**config.mk**
```make
export PLATFORM = sky130hd
export DESIGN_NAME = pulse_train_gen
export DESIGN_NICKNAME = d
export VERILOG_FILES = /design/src/rtl/pulse_pkg.sv /design/src/rtl/pulse_phase_counter.sv /design/src/rtl/pulse_train_gen.sv
export SDC_FILE = /design/constraint.sdc
export NUM_CORES = 1
export LEC_CHECK = 0
export ABC_AREA = 0
export CAP_MARGIN = 10
export CORE_UTILIZATION = 58
export DETAILED_ROUTE_END_ITERATION = 8
export PLACE_DENSITY = 0.93
export SYNTH_ARGS = -nofsm -noshare
export SYNTH_HDL_FRONTEND = slang
export SYNTH_SLANG_ARGS = --single-unit
```
**constraint.sdc**
```tcl
create_clock -name clock -period 4.5 [get_ports clock]
set_input_delay 0.9 -clock clock [delete_from_list [all_inputs] [get_ports clock]]
set_output_delay 0.9 -clock clock [all_outputs]
set_load 0.1 [all_outputs]
```
**src/rtl/pulse_pkg.sv**
```systemverilog
// pulse_pkg: shared definitions for the pulse-train generator.
//   state_e    : FSM state encoding (IDLE / HIGH / LOW)
//   clamp_len  : maps a phase length of 0 to 1 so every phase lasts >= 1 cycle
package pulse_pkg;

   typedef enum logic [1:0] {
      ST_IDLE = 2'd0,
      ST_HIGH = 2'd1,
      ST_LOW  = 2'd2
   } state_e;

   function automatic logic [31:0] clamp_len(input logic [31:0] len);
      return (len == 32'd0) ? 32'd1 : len;
   endfunction

endpackage

```
**src/rtl/pulse_phase_counter.sv**
```systemverilog
// pulse_phase_counter: loadable down-counter timing one HIGH or LOW phase.
//   clk_i, rst_i : clock, async active-high reset
//   load_i       : load load_val_i (wins over en_i)
//   en_i         : decrement by one
//   cnt_o        : current count
//   zero_o       : count is zero (last cycle of the phase)
module pulse_phase_counter #(
   parameter int CNT_W = 8
) (
   input  logic             clk_i,
   input  logic             rst_i,
   input  logic             load_i,
   input  logic [CNT_W-1:0] load_val_i,
   input  logic             en_i,
   output logic [CNT_W-1:0] cnt_o,
   output logic             zero_o
);

   logic [CNT_W-1:0] cnt_q;

   always_ff @(posedge clk_i or posedge rst_i) begin
      if (rst_i)       cnt_q <= '0;
      else if (load_i) cnt_q <= load_val_i;
      else if (en_i)   cnt_q <= cnt_q - CNT_W'(1);
   end

   assign cnt_o  = cnt_q;
   assign zero_o = (cnt_q == '0);

endmodule

```
**src/rtl/pulse_train_gen.sv**
```systemverilog
// pulse_train_gen: burst / continuous pulse-train generator.
//   clock, reset : system clock, async active-high reset
//   start, stop  : burst request (IDLE only) / abort (stop wins)
//   continuous   : repeat until stop, num_pulses ignored
//   high_len, low_len, num_pulses : burst shape, latched at start
//   signal       : registered pulse train
//   busy         : high while in HIGH or LOW
//   done         : one-cycle strobe after a normally completed burst
module pulse_train_gen
   import pulse_pkg::*;
#(
   parameter int CNT_W = 8,
   parameter int NUM_W = 4
) (
   input  logic             clock,
   input  logic             reset,
   input  logic             start,
   input  logic             stop,
   input  logic             continuous,
   input  logic [CNT_W-1:0] high_len,
   input  logic [CNT_W-1:0] low_len,
   input  logic [NUM_W-1:0] num_pulses,
   output logic             signal,
   output logic             busy,
   output logic             done
);

   state_e           state_q, state_d;
   logic [NUM_W-1:0] pulses_left_q, pulses_left_d, pl_dec;
   logic             cont_q;
   logic [CNT_W-1:0] high_q, low_q;
   logic             cfg_ld;
   logic             signal_q, signal_d, busy_q, busy_d, done_q, done_d;

   logic             cnt_load, cnt_en, cnt_zero;
   logic [CNT_W-1:0] cnt_val, cnt_unused;

   // Reload values are "clamped length - 1": the phase ends on the cycle
   // the counter reads zero.
   logic [CNT_W-1:0] hi_in_m1, hi_q_m1, lo_q_m1;
   assign hi_in_m1 = CNT_W'(clamp_len(32'(high_len)) - 32'd1);
   assign hi_q_m1  = CNT_W'(clamp_len(32'(high_q))   - 32'd1);
   assign lo_q_m1  = CNT_W'(clamp_len(32'(low_q))    - 32'd1);
   assign pl_dec   = pulses_left_q - NUM_W'(1);

   pulse_phase_counter #(.CNT_W(CNT_W)) u_phase (
      .clk_i      (clock),
      .rst_i      (reset),
      .load_i     (cnt_load),
      .load_val_i (cnt_val),
      .en_i       (cnt_en),
      .cnt_o      (cnt_unused),
      .zero_o     (cnt_zero)
   );

   // State, configuration and output registers
   always_ff @(posedge clock or posedge reset) begin
      if (reset) begin
         state_q       <= ST_IDLE;
         pulses_left_q <= '0;
         cont_q        <= 1'b0;
         high_q        <= '0;
         low_q         <= '0;
         signal_q      <= 1'b0;
         busy_q        <= 1'b0;
         done_q        <= 1'b0;
      end else begin
         state_q       <= state_d;
         pulses_left_q <= pulses_left_d;
         if (cfg_ld) begin
            cont_q <= continuous;
            high_q <= high_len;
            low_q  <= low_len;
         end
         signal_q <= signal_d;
         busy_q   <= busy_d;
         done_q   <= done_d;
      end
   end

   // Next-state logic
   always_comb begin
      state_d       = state_q;
      pulses_left_d = pulses_left_q;
      cfg_ld        = 1'b0;
      cnt_load      = 1'b0;
      cnt_val       = '0;
      done_d        = 1'b0;
      unique case (state_q)
         ST_IDLE: begin
            if (start && !stop) begin
               if (continuous || num_pulses != '0) begin
                  state_d       = ST_HIGH;
                  cfg_ld        = 1'b1;
                  cnt_load      = 1'b1;
                  cnt_val       = hi_in_m1;
                  pulses_left_d = num_pulses;
               end else begin
                  done_d = 1'b1;   // empty burst completes at once
               end
            end
         end
         ST_HIGH: begin
            if (stop) begin
               state_d = ST_IDLE;
            end else if (cnt_zero) begin
               state_d  = ST_LOW;
               cnt_load = 1'b1;
               cnt_val  = lo_q_m1;
            end
         end
         ST_LOW: begin
            if (stop) begin
               state_d = ST_IDLE;
            end else if (cnt_zero) begin
               if (!cont_q) pulses_left_d = pl_dec;
               if (cont_q || pl_dec != '0) begin
                  state_d  = ST_HIGH;
                  cnt_load = 1'b1;
                  cnt_val  = hi_q_m1;
               end else begin
                  state_d = ST_IDLE;
                  done_d  = 1'b1;
               end
            end
         end
         default: state_d = ST_IDLE;
      endcase
   end

   // Output logic: registered versions of the next state
   always_comb begin
      signal_d = (state_d == ST_HIGH);
      busy_d   = (state_d != ST_IDLE);
      cnt_en   = (state_q != ST_IDLE) && !cnt_zero;
   end

   assign signal = signal_q;
   assign busy   = busy_q;
   assign done   = done_q;

endmodule

```
# Yosys cells after proc, flatten, opt, wreduce, memory -nomap -nowiden
# Index checks and enable logic that the tools add are counted.
totals:
  output_inout_bits: 3
  inputBits: 25
  wordCells: 82
  reg_bits: 34
op_classes:
  mux: 42
  n_addsub: 5
  reduce_logical: 18
  n_eq_ne: 8
op_table:
  columns: ["op", "n"]
  rows:
  - ["two-way mux 8 bit", 12]
  - ["zero test 8 bit", 4]
  - ["subtractor 8 x 1 -> 8 bit (second input constant)", 4]
  - ["one-hot mux 8 bit (3 select lines)", 1]
  - ["two-way mux 4 bit", 5]
  - ["two-way mux 1 bit", 14]
  - ["two-way mux 2 bit", 6]
  - ["inequality test 2 bit (second input constant)", 5]
  - ["one-hot mux 4 bit (2 select lines)", 1]
  - ["nonzero test 2 bit", 4]
  - ["nonzero test 4 bit", 2]
  - ["one-hot mux 2 bit (3 select lines)", 1]
  - ["AND reduction 6 bit", 1]
  - ["== test 2 x 1 -> 1 bit (second input constant)", 2]
  - ["subtractor 4 x 1 -> 4 bit (second input constant)", 1]
  - ["one-hot mux 1 bit (3 select lines)", 1]
  - ["== test 2 bit (second input constant)", 1]
  - ["logical AND 1 bit", 2]
  - ["zero test 1 bit", 2]
  - ["zero test 2 bit", 1]
  - ["logical OR 1 bit", 2]
  - ["one-hot mux 1 bit (2 select lines)", 1]

# Depth between registers and ports, before layout
# Gate-level depths: netlist of the first run.
depth:
  depth_word: 8
  mapped_depth: 9
  ltp_nobuf: 9

# Hierarchy
# Synthesis of the first run repeated with hierarchy kept, for this count alone.
unflattened:
  hier_cells: 267
  hier_area_um2: 2198.4
modules_own_cells:
  columns: ["mod", "area_each_um2", "cells_each", "seq_area_each_um2", "instances"]
  rows:
  - ["pulse_train_gen", 1711.6, 212, 650.6, 1]
  - ["pulse_phase_counter", 486.7, 55, 200.2, 1]

# Least setup slack after synthesis of the first run
# Ideal clock, no wire load.
synth_path:
  path_kind: "in2reg"
  start: "in high_len[2]"
  end: "reg u_phase.cnt_q[2] (netlist: u_phase.cnt_o[2])"
  n_path_buf: 0
  slack_ps: 1482
  t_required_ps: 4360
  arrival_time_ps: 2878
  path_stages: 8
  setup_time_ps: 140
  cell_sequence: "or4_1 o41ai_1 inv_1 ha_1 xnor2_1 o22ai_1 a2111oi_0 a211oi_1"
synth_between:
  elab_chain_len: 7
synth_lines:
  columns: ["item", "line_no", "text"]
  rows:
  - ["start, declared", "pulse_train_gen.sv:20", "input logic [CNT_W-1:0] high_len,"]
  - ["zero test 8 bit", "pulse_pkg.sv:13", "return (len == 32'd0) ? 32'd1 : len;"]
  - ["two-way mux 8 bit *", "pulse_pkg.sv:13", null]
  - ["subtractor 8 x 1 -> 8 bit *", "pulse_train_gen.sv:41", "assign hi_in_m1 = CNT_W'(clamp_len(32'(high_len)) - 32'd1);"]
  - ["two-way mux 8 bit *", "pulse_train_gen.sv:92", "if (continuous || num_pulses != '0) begin"]
  - ["two-way mux 8 bit *", "pulse_train_gen.sv:91", "if (start && !stop) begin"]
  - ["one-hot mux 8 bit (3 select lines) *", "pulse_train_gen.sv:89", "unique case (state_q)"]
  - ["two-way mux 8 bit *", "pulse_phase_counter.sv:23", "else if (load_i) cnt_q <= load_val_i;"]
  - ["end signal, assigned", "pulse_phase_counter.sv:23", null]
  - ["end signal, assigned", "pulse_phase_counter.sv:24", "else if (en_i) cnt_q <= cnt_q - CNT_W'(1);"]
  - ["end, declared", "pulse_phase_counter.sv:19", "logic [CNT_W-1:0] cnt_q;"]
# Mark *: on every way between the ends. The rest lies on a longest branch, timed or not.
# A chain may end at the register's enable or synchronous reset.

# Final worst setup path of the first run
# Same ends and word-level chain as after synthesis.

==> impl_metrics.py, run 1 <==
metrics = {
    "run_status": {
        "outcome": "finished clean",
    },
    "setup_path": {
        "slowest_delay_ns": 0.60,
        "cp-start-kind": "primary input",
        "crit_path_end_kind": "register",
        "critPathArrivalTime_ns": 3.83,
        "path_class": "primary input to register",
        "path_buf_inv": 2,
        "slowest_stage": "or4_1",
        "cp_top_family": "compound AO/OA/AOI/OAI gates",
        "worstPathRequired_ns": 4.65,
        "critPathMaxFanout": 6,
        "worstPathCellList": "clkdlybuf4s50_1 -> or4_1 -> o41ai_1 -> inv_1 -> ha_1 -> xnor2_1 -> o22ai_1 -> a2111oi_0 -> a211oi_1",
    },
    "clock_tree": {
        "htreeDepth": 2,
        "cts.sinks": 34,
        "cts_buffers": 5,
        "cts_setup_buffers": 0,
        "clk_latency_ns": 0.29,
        "holdBufCountCts": 0,
        "ctsResizeCount": 0,
        "cts_tree": "done",
        "cts-root-buf": "clkbuf_8",
        "clkSlewWorstSetupHoldPaths_ns": 0.07,
        "clock_path_buffers": 2,
    },
    "global_route": {
        "grt_usage_pct": 28.2,
        "antenna_found_initial": 0,
        "grt_pass1_vias": 1974,
        "grt_max_degree": 35,
        "grt_pass1_wl_um": 8830,
        "overflow": 0,
    },
    "job": {
        "maxCapViolCount": 0,
    },
    "sta": {
        "hold-worst-slack_ns": 0.536,
        "rsz0062_at_grt": "no",
        "period_minus_slack_ns": 3.68,
        "hold_viol_final": 0,
        "slew_headroom_pct": 35.4,
        "fmax_mhz": 272,
        "tns_ns": 0,
        "skew_ns": 0.00670,
        "final-max-slew-violation-count": 0,
        "setup_viol": 0,
        "fin_crit_sh_pct": 81.8,
        "tightest_slew_ns": 0.966,
    },
    "final_layout": {
        "area_delta_synth_final_pct": 17.0,
        "layout-drive-gt1-share_pct": 6.83,
        "fillers": 285,
        "regArea_um2": 851,
        "antennaDiodeCount": 0,
        "multiInputGateArea_um2": 1290,
        "final_cell_mix": "54 x nand2_1, 34 x dfrtp_1, 27 x clkdlybuf4s50_1",
        "final_common_cell": "nand2_1",
        "nNetsFinal": 324,
    },
    "yosys": {
        "synth-compound-area-share_pct": 20.7,
        "avgSynthCellArea_um2": 8.40,
        "syn-instance-count": 267,
        "synth_top_family_by_area": "simple AND/OR/NAND/NOR gates",
        "synth_mux_area_share_pct": 1.84,
        "yosys.area_share.adder_pct": 3.35,
        "synth.distinct_cells": 57,
        "synth_seq_cells": 34,
        "syn_nets": 298,
        "yosysWarnings": 0,
        "syn_area_um2": 2240,
        "synth-xor-area-share_pct": 4.68,
        "yosysSeqAreaShare_pct": 37.9,
        "synth_flop_cell": "dfrtp_1",
        "synthArstFlopShare_pct": 100,
        "synth-simple-area-share_pct": 26.8,
        "synth_edf_count": 0,
    },
    "floorplan": {
        "die_h_um": 64.2,
        "io_pins": 28,
        "rows": 22,
        "die_area_um2": 4120,
        "core_um2": 3690,
        "start_util_pct": 60.8,
        "die_x_um": 64.2,
    },
    "min_path": {
        "hp-class": "register to register",
    },
    "drt": {
        "drt_iter0_drc": 158,
        "firstDrtPassIters": 5,
        "ant_nets": 0,
        "drc": 0,
        "viasPerCell": 6.22,
        "vias": 2120,
        "routed_wl_um": 5260,
        "routedWlPerCell_um": 15.4,
    },
    "place": {
        "dpl.hpwl_um": 4000,
        "io_buffers": 27,
        "gp_congestion": 0.893,
    },
    "pwr": {
        "power_leakage_nw": 1.14,
        "ir_worst_vdd_v": 0.000309,
        "power_density_nw_per_um2": 504,
    },
}
-- through the flow --
step	cell area, um2	instances	utilization, %	setup slack (ns)	power, mW
after floorplan	2240	267	-	1.48	0.945
after global placement	2550	334	69.1	0.809	1.07
after detailed placement	2550	334	69.1	0.580	1.10
after CTS	2620	341	71.1	0.865	1.31
after global routing	2620	341	71.1	0.594	1.41
final	2620	341	71.1	0.820	1.32
-- path summary, 6_finish.rpt --
kind                                        from               end  slack (ns)  cells past startpoint
min in group asynchronous                  reset  pulses_left_q[3]        1.00                      3
worst min register to register          low_q[5]          low_q[5]        0.54                      2
worst max-delay path                 high_len[2]  u_phase.cnt_o[2]        0.82                      9
worst max register to register  u_phase.cnt_o[0]  u_phase.cnt_o[5]        1.42                      7
worst min-delay path                    low_q[5]          low_q[5]        0.54                      2
max in group asynchronous                  reset  u_phase.cnt_o[1]        3.20                      3
-- area by class of cell --
cell class / count / area share, %
timing repair buffer: 29 / 10.9
clock buffer: 7 / 2.91
inverter: 16 / 2.29
sequential: 34 / 32.4
multi-input combinational: 207 / 49.2
tap: 48 / 2.29
-- state kept, by name (all words and copies together) (netlist names) --
register	count
u_phase.cnt_o	8
state_q	2
high_q	8
signal	1
cont_q	1
done	1
pulses_left_q	4
busy	1
low_q	8
-- kinds of logic after synthesis --
kind of cell    Yosys count
fa+ha+maj                 6
buf+inv                  26
flops                    34
xor+xnor                 12
mux                       4
compound gates           64
simple gates            121
-- worst register-to-register path: stages (launching register included) --
cell      delay [ns]
dfrtp_1         0.41
inv_1           0.08
ha_1            0.23
nor4b_1         0.63
nand4_1         0.66
o211ai_4        0.38
a21oi_2         0.05
or4_1           0.51
-- metal layers --
| metal | up-vias | track usage [%] | share of wire (%) |
|---|---|---|---|
| li1 | 1018 | - | - |
| met1 | 1005 | 35.0 | 41 |
| met2 | 84 | 46.1 | 49 |
| met3 | 13 | 6.96 | 7.2 |
| met4 | 0 | 12.8 | 2.0 |
| met5 | - | 0 | 0 |
-- report_power, final --
part / internal (mW) / switching (mW)
clock: 0.106 / 0.100
sequential: 0.408 / 0.135
combinational: 0.249 / 0.325
total: 0.763 / 0.560
-- synth_stat cells, types with 2 or more instances --
library cell / n / share of area, %
nor4_1: 5 / 1.4
o31ai_1: 3 / 1.0
or3_1: 4 / 1.1
clkbuf_1: 8 / 1.3
xnor2_1: 6 / 2.3
o21ai_0: 13 / 2.9
a21oi_1: 10 / 2.2
nand2b_1: 5 / 1.4
nor3_1: 10 / 2.2
a221o_1: 2 / 0.89
o22ai_1: 3 / 0.84
ha_1: 6 / 3.3
nand2_1: 54 / 9.0
inv_1: 16 / 2.7
or4_1: 6 / 2.0
nor2_1: 19 / 3.2
o32ai_1: 2 / 0.78
xor2_1: 6 / 2.3
a211oi_1: 4 / 1.3
a32oi_1: 3 / 1.2
nor3b_1: 4 / 1.3
o211a_1: 2 / 0.89
a2111oi_0: 3 / 1.2
or4b_2: 2 / 0.89
mux2i_1: 3 / 1.3
dfrtp_1: 34 / 38
nand3_1: 3 / 0.67
o21a_1: 2 / 0.67
(Power assumes the default switching activity.)
==> inputs of run 2 (changes only) <==
CORE_UTILIZATION = 50   (was 58)
PLACE_DENSITY = 0.86   (was 0.93)
clock period = 3.1 ns   (was 4.5 ns; I/O delays follow)
==> impl_metrics.py, run 2 (same netlist as run 1, synthesis figures left out) <==
metrics = {
    "setup_path": {
        "critPathMaxFanout": 7,
        "critPathArrivalTime_ns": 3.02,
        "path_buf_inv": 1,
        "cp_top_family": "simple AND/OR/NAND/NOR gates",
        "cp-start-kind": "register",
        "slowest_delay_ns": 0.60,
        "path_class": "register to register",
        "worstPathCellList": "inv_1 -> ha_1 -> or4b_4 -> or4_4 -> o211ai_4 -> a21oi_2 -> or4_1",
        "worstPathRequired_ns": 3.26,
        "slowest_stage": "or4_4",
        "crit_path_end_kind": "register",
    },
    "clock_tree": {
        "cts_setup_buffers": 0,
        "clk_latency_ns": 0.30,
        "cts_buffers": 5,
        "htreeDepth": 2,
        "ctsResizeCount": 0,
        "clock_path_buffers": 2,
        "clkSlewWorstSetupHoldPaths_ns": 0.06,
        "cts.sinks": 34,
        "cts-root-buf": "clkbuf_8",
        "cts_tree": "done",
        "holdBufCountCts": 0,
    },
    "place": {
        "gp_congestion": 0.956,
        "io_buffers": 27,
        "dpl.hpwl_um": 4130,
        "dp_cells": 348,
        "place_ws_ns": 0.0123,
        "dpl_cell_area_um2": 2630,
    },
    "global_route": {
        "antenna_found_initial": 0,
        "grt_max_degree": 23,
        "grt_pass1_wl_um": 9030,
        "grt_pass1_vias": 1971,
        "overflow": 0,
        "grt_usage_pct": 26.6,
    },
    "drt": {
        "drc": 0,
        "drt_iter0_drc": 181,
        "routedWlPerCell_um": 15.7,
        "vias": 2148,
        "routed_wl_um": 5570,
        "ant_nets": 0,
        "firstDrtPassIters": 5,
        "viasPerCell": 6.05,
    },
    "run_status": {
        "outcome": "finished clean",
    },
    "sta": {
        "tns_ns": 0,
        "tightest_slew_ns": 0.777,
        "period_minus_slack_ns": 2.85,
        "worst_slack_ns": 0.246,
        "hold-worst-slack_ns": 0.519,
        "final-max-slew-violation-count": 0,
        "skew_ns": 0.0127,
        "hold_viol_final": 0,
        "fin_crit_sh_pct": 92.1,
        "rsz0062_at_grt": "no",
        "slew_headroom_pct": 48.2,
        "fmax_mhz": 350,
        "setup_viol": 0,
    },
    "final_layout": {
        "antennaDiodeCount": 0,
        "nNetsFinal": 336,
        "final_common_cell": "nand2_1",
        "layout-drive-gt1-share_pct": 12.1,
        "final_cell_mix": "54 x nand2_1, 34 x dfrtp_1, 24 x clkdlybuf4s50_1",
        "final_cells": 355,
        "area_delta_synth_final_pct": 20.9,
        "final_area_um2": 2710,
        "utilization_pct": 65.4,
    },
    "pwr": {
        "power_leakage_nw": 1.21,
        "power_density_nw_per_um2": 722,
        "p_total_mw": 1.96,
        "ir_worst_vdd_v": 0.000344,
    },
    "floorplan": {
        "die_x_um": 69.0,
        "core_um2": 4140,
        "io_pins": 28,
        "rows": 23,
        "die_area_um2": 4760,
        "die_h_um": 69.0,
        "start_util_pct": 54.1,
    },
    "min_path": {
        "hp-class": "register to register",
    },
    "job": {
        "maxCapViolCount": 0,
    },
}
-- run 2: cell count changes in the layout (fill, tap and decap cells not counted) --
cell	change
clkinv_2	+2
buf_4	+15
clkdlybuf4s50_1	-3
clkbuf_1	-2
-- run 2: cell type report --
cell class                 count  area [um2]
clock buffer                   5        68.8
clock inverter                 2        10.0
fill                         355        1430
inverter                      16        60.1
multi-input combinational    207        1290
sequential                    34         851
tap                           50        62.6
timing repair buffer          41         368
-- run 2: tightest hold or removal path, delay by kind of cell, from the launching register on --
kind             cells  cell delay (ns)
DFF                  1             0.37
and+or+nand+nor      2             0.12
-- run 2: per-layer routing --
layer | GRT usage [%] | routed length, um | vias up
met2 | 43.8 | 2730 | 84
met4 | 11.0 | 140 | 0
li1 | - | - | 1038
met3 | 6.41 | 340 | 18
met5 | 0 | 0 | -
met1 | 33.2 | 2360 | 1008
-- run 2: path summary, 6_finish.rpt --
check / slack [ns] / to / cells after the start / startpoint
min in group asynchronous: 0.67 / busy / 2 / reset
worst min register to register: 0.52 / low_q[7] / 2 / low_q[7]
worst max-delay path: 0.25 / u_phase.cnt_o[5] / 7 / u_phase.cnt_o[0]
worst max register to register: 0.25 / u_phase.cnt_o[5] / 7 / u_phase.cnt_o[0]
worst min-delay path: 0.52 / low_q[7] / 2 / low_q[7]
max in group asynchronous: 1.73 / high_q[4] / 3 / reset
-- run 2: where the power goes --
| group | switching [mW] | internal, mW | total (mW) | leakage (nW) |
|---|---|---|---|---|
| Combinational | 0.479 | 0.381 | 0.860 | 0.736 |
| Clock | 0.158 | 0.150 | 0.309 | 0.0438 |
| Sequential | 0.198 | 0.592 | 0.790 | 0.427 |
| Total | 0.836 | 1.12 | 1.96 | 1.21 |
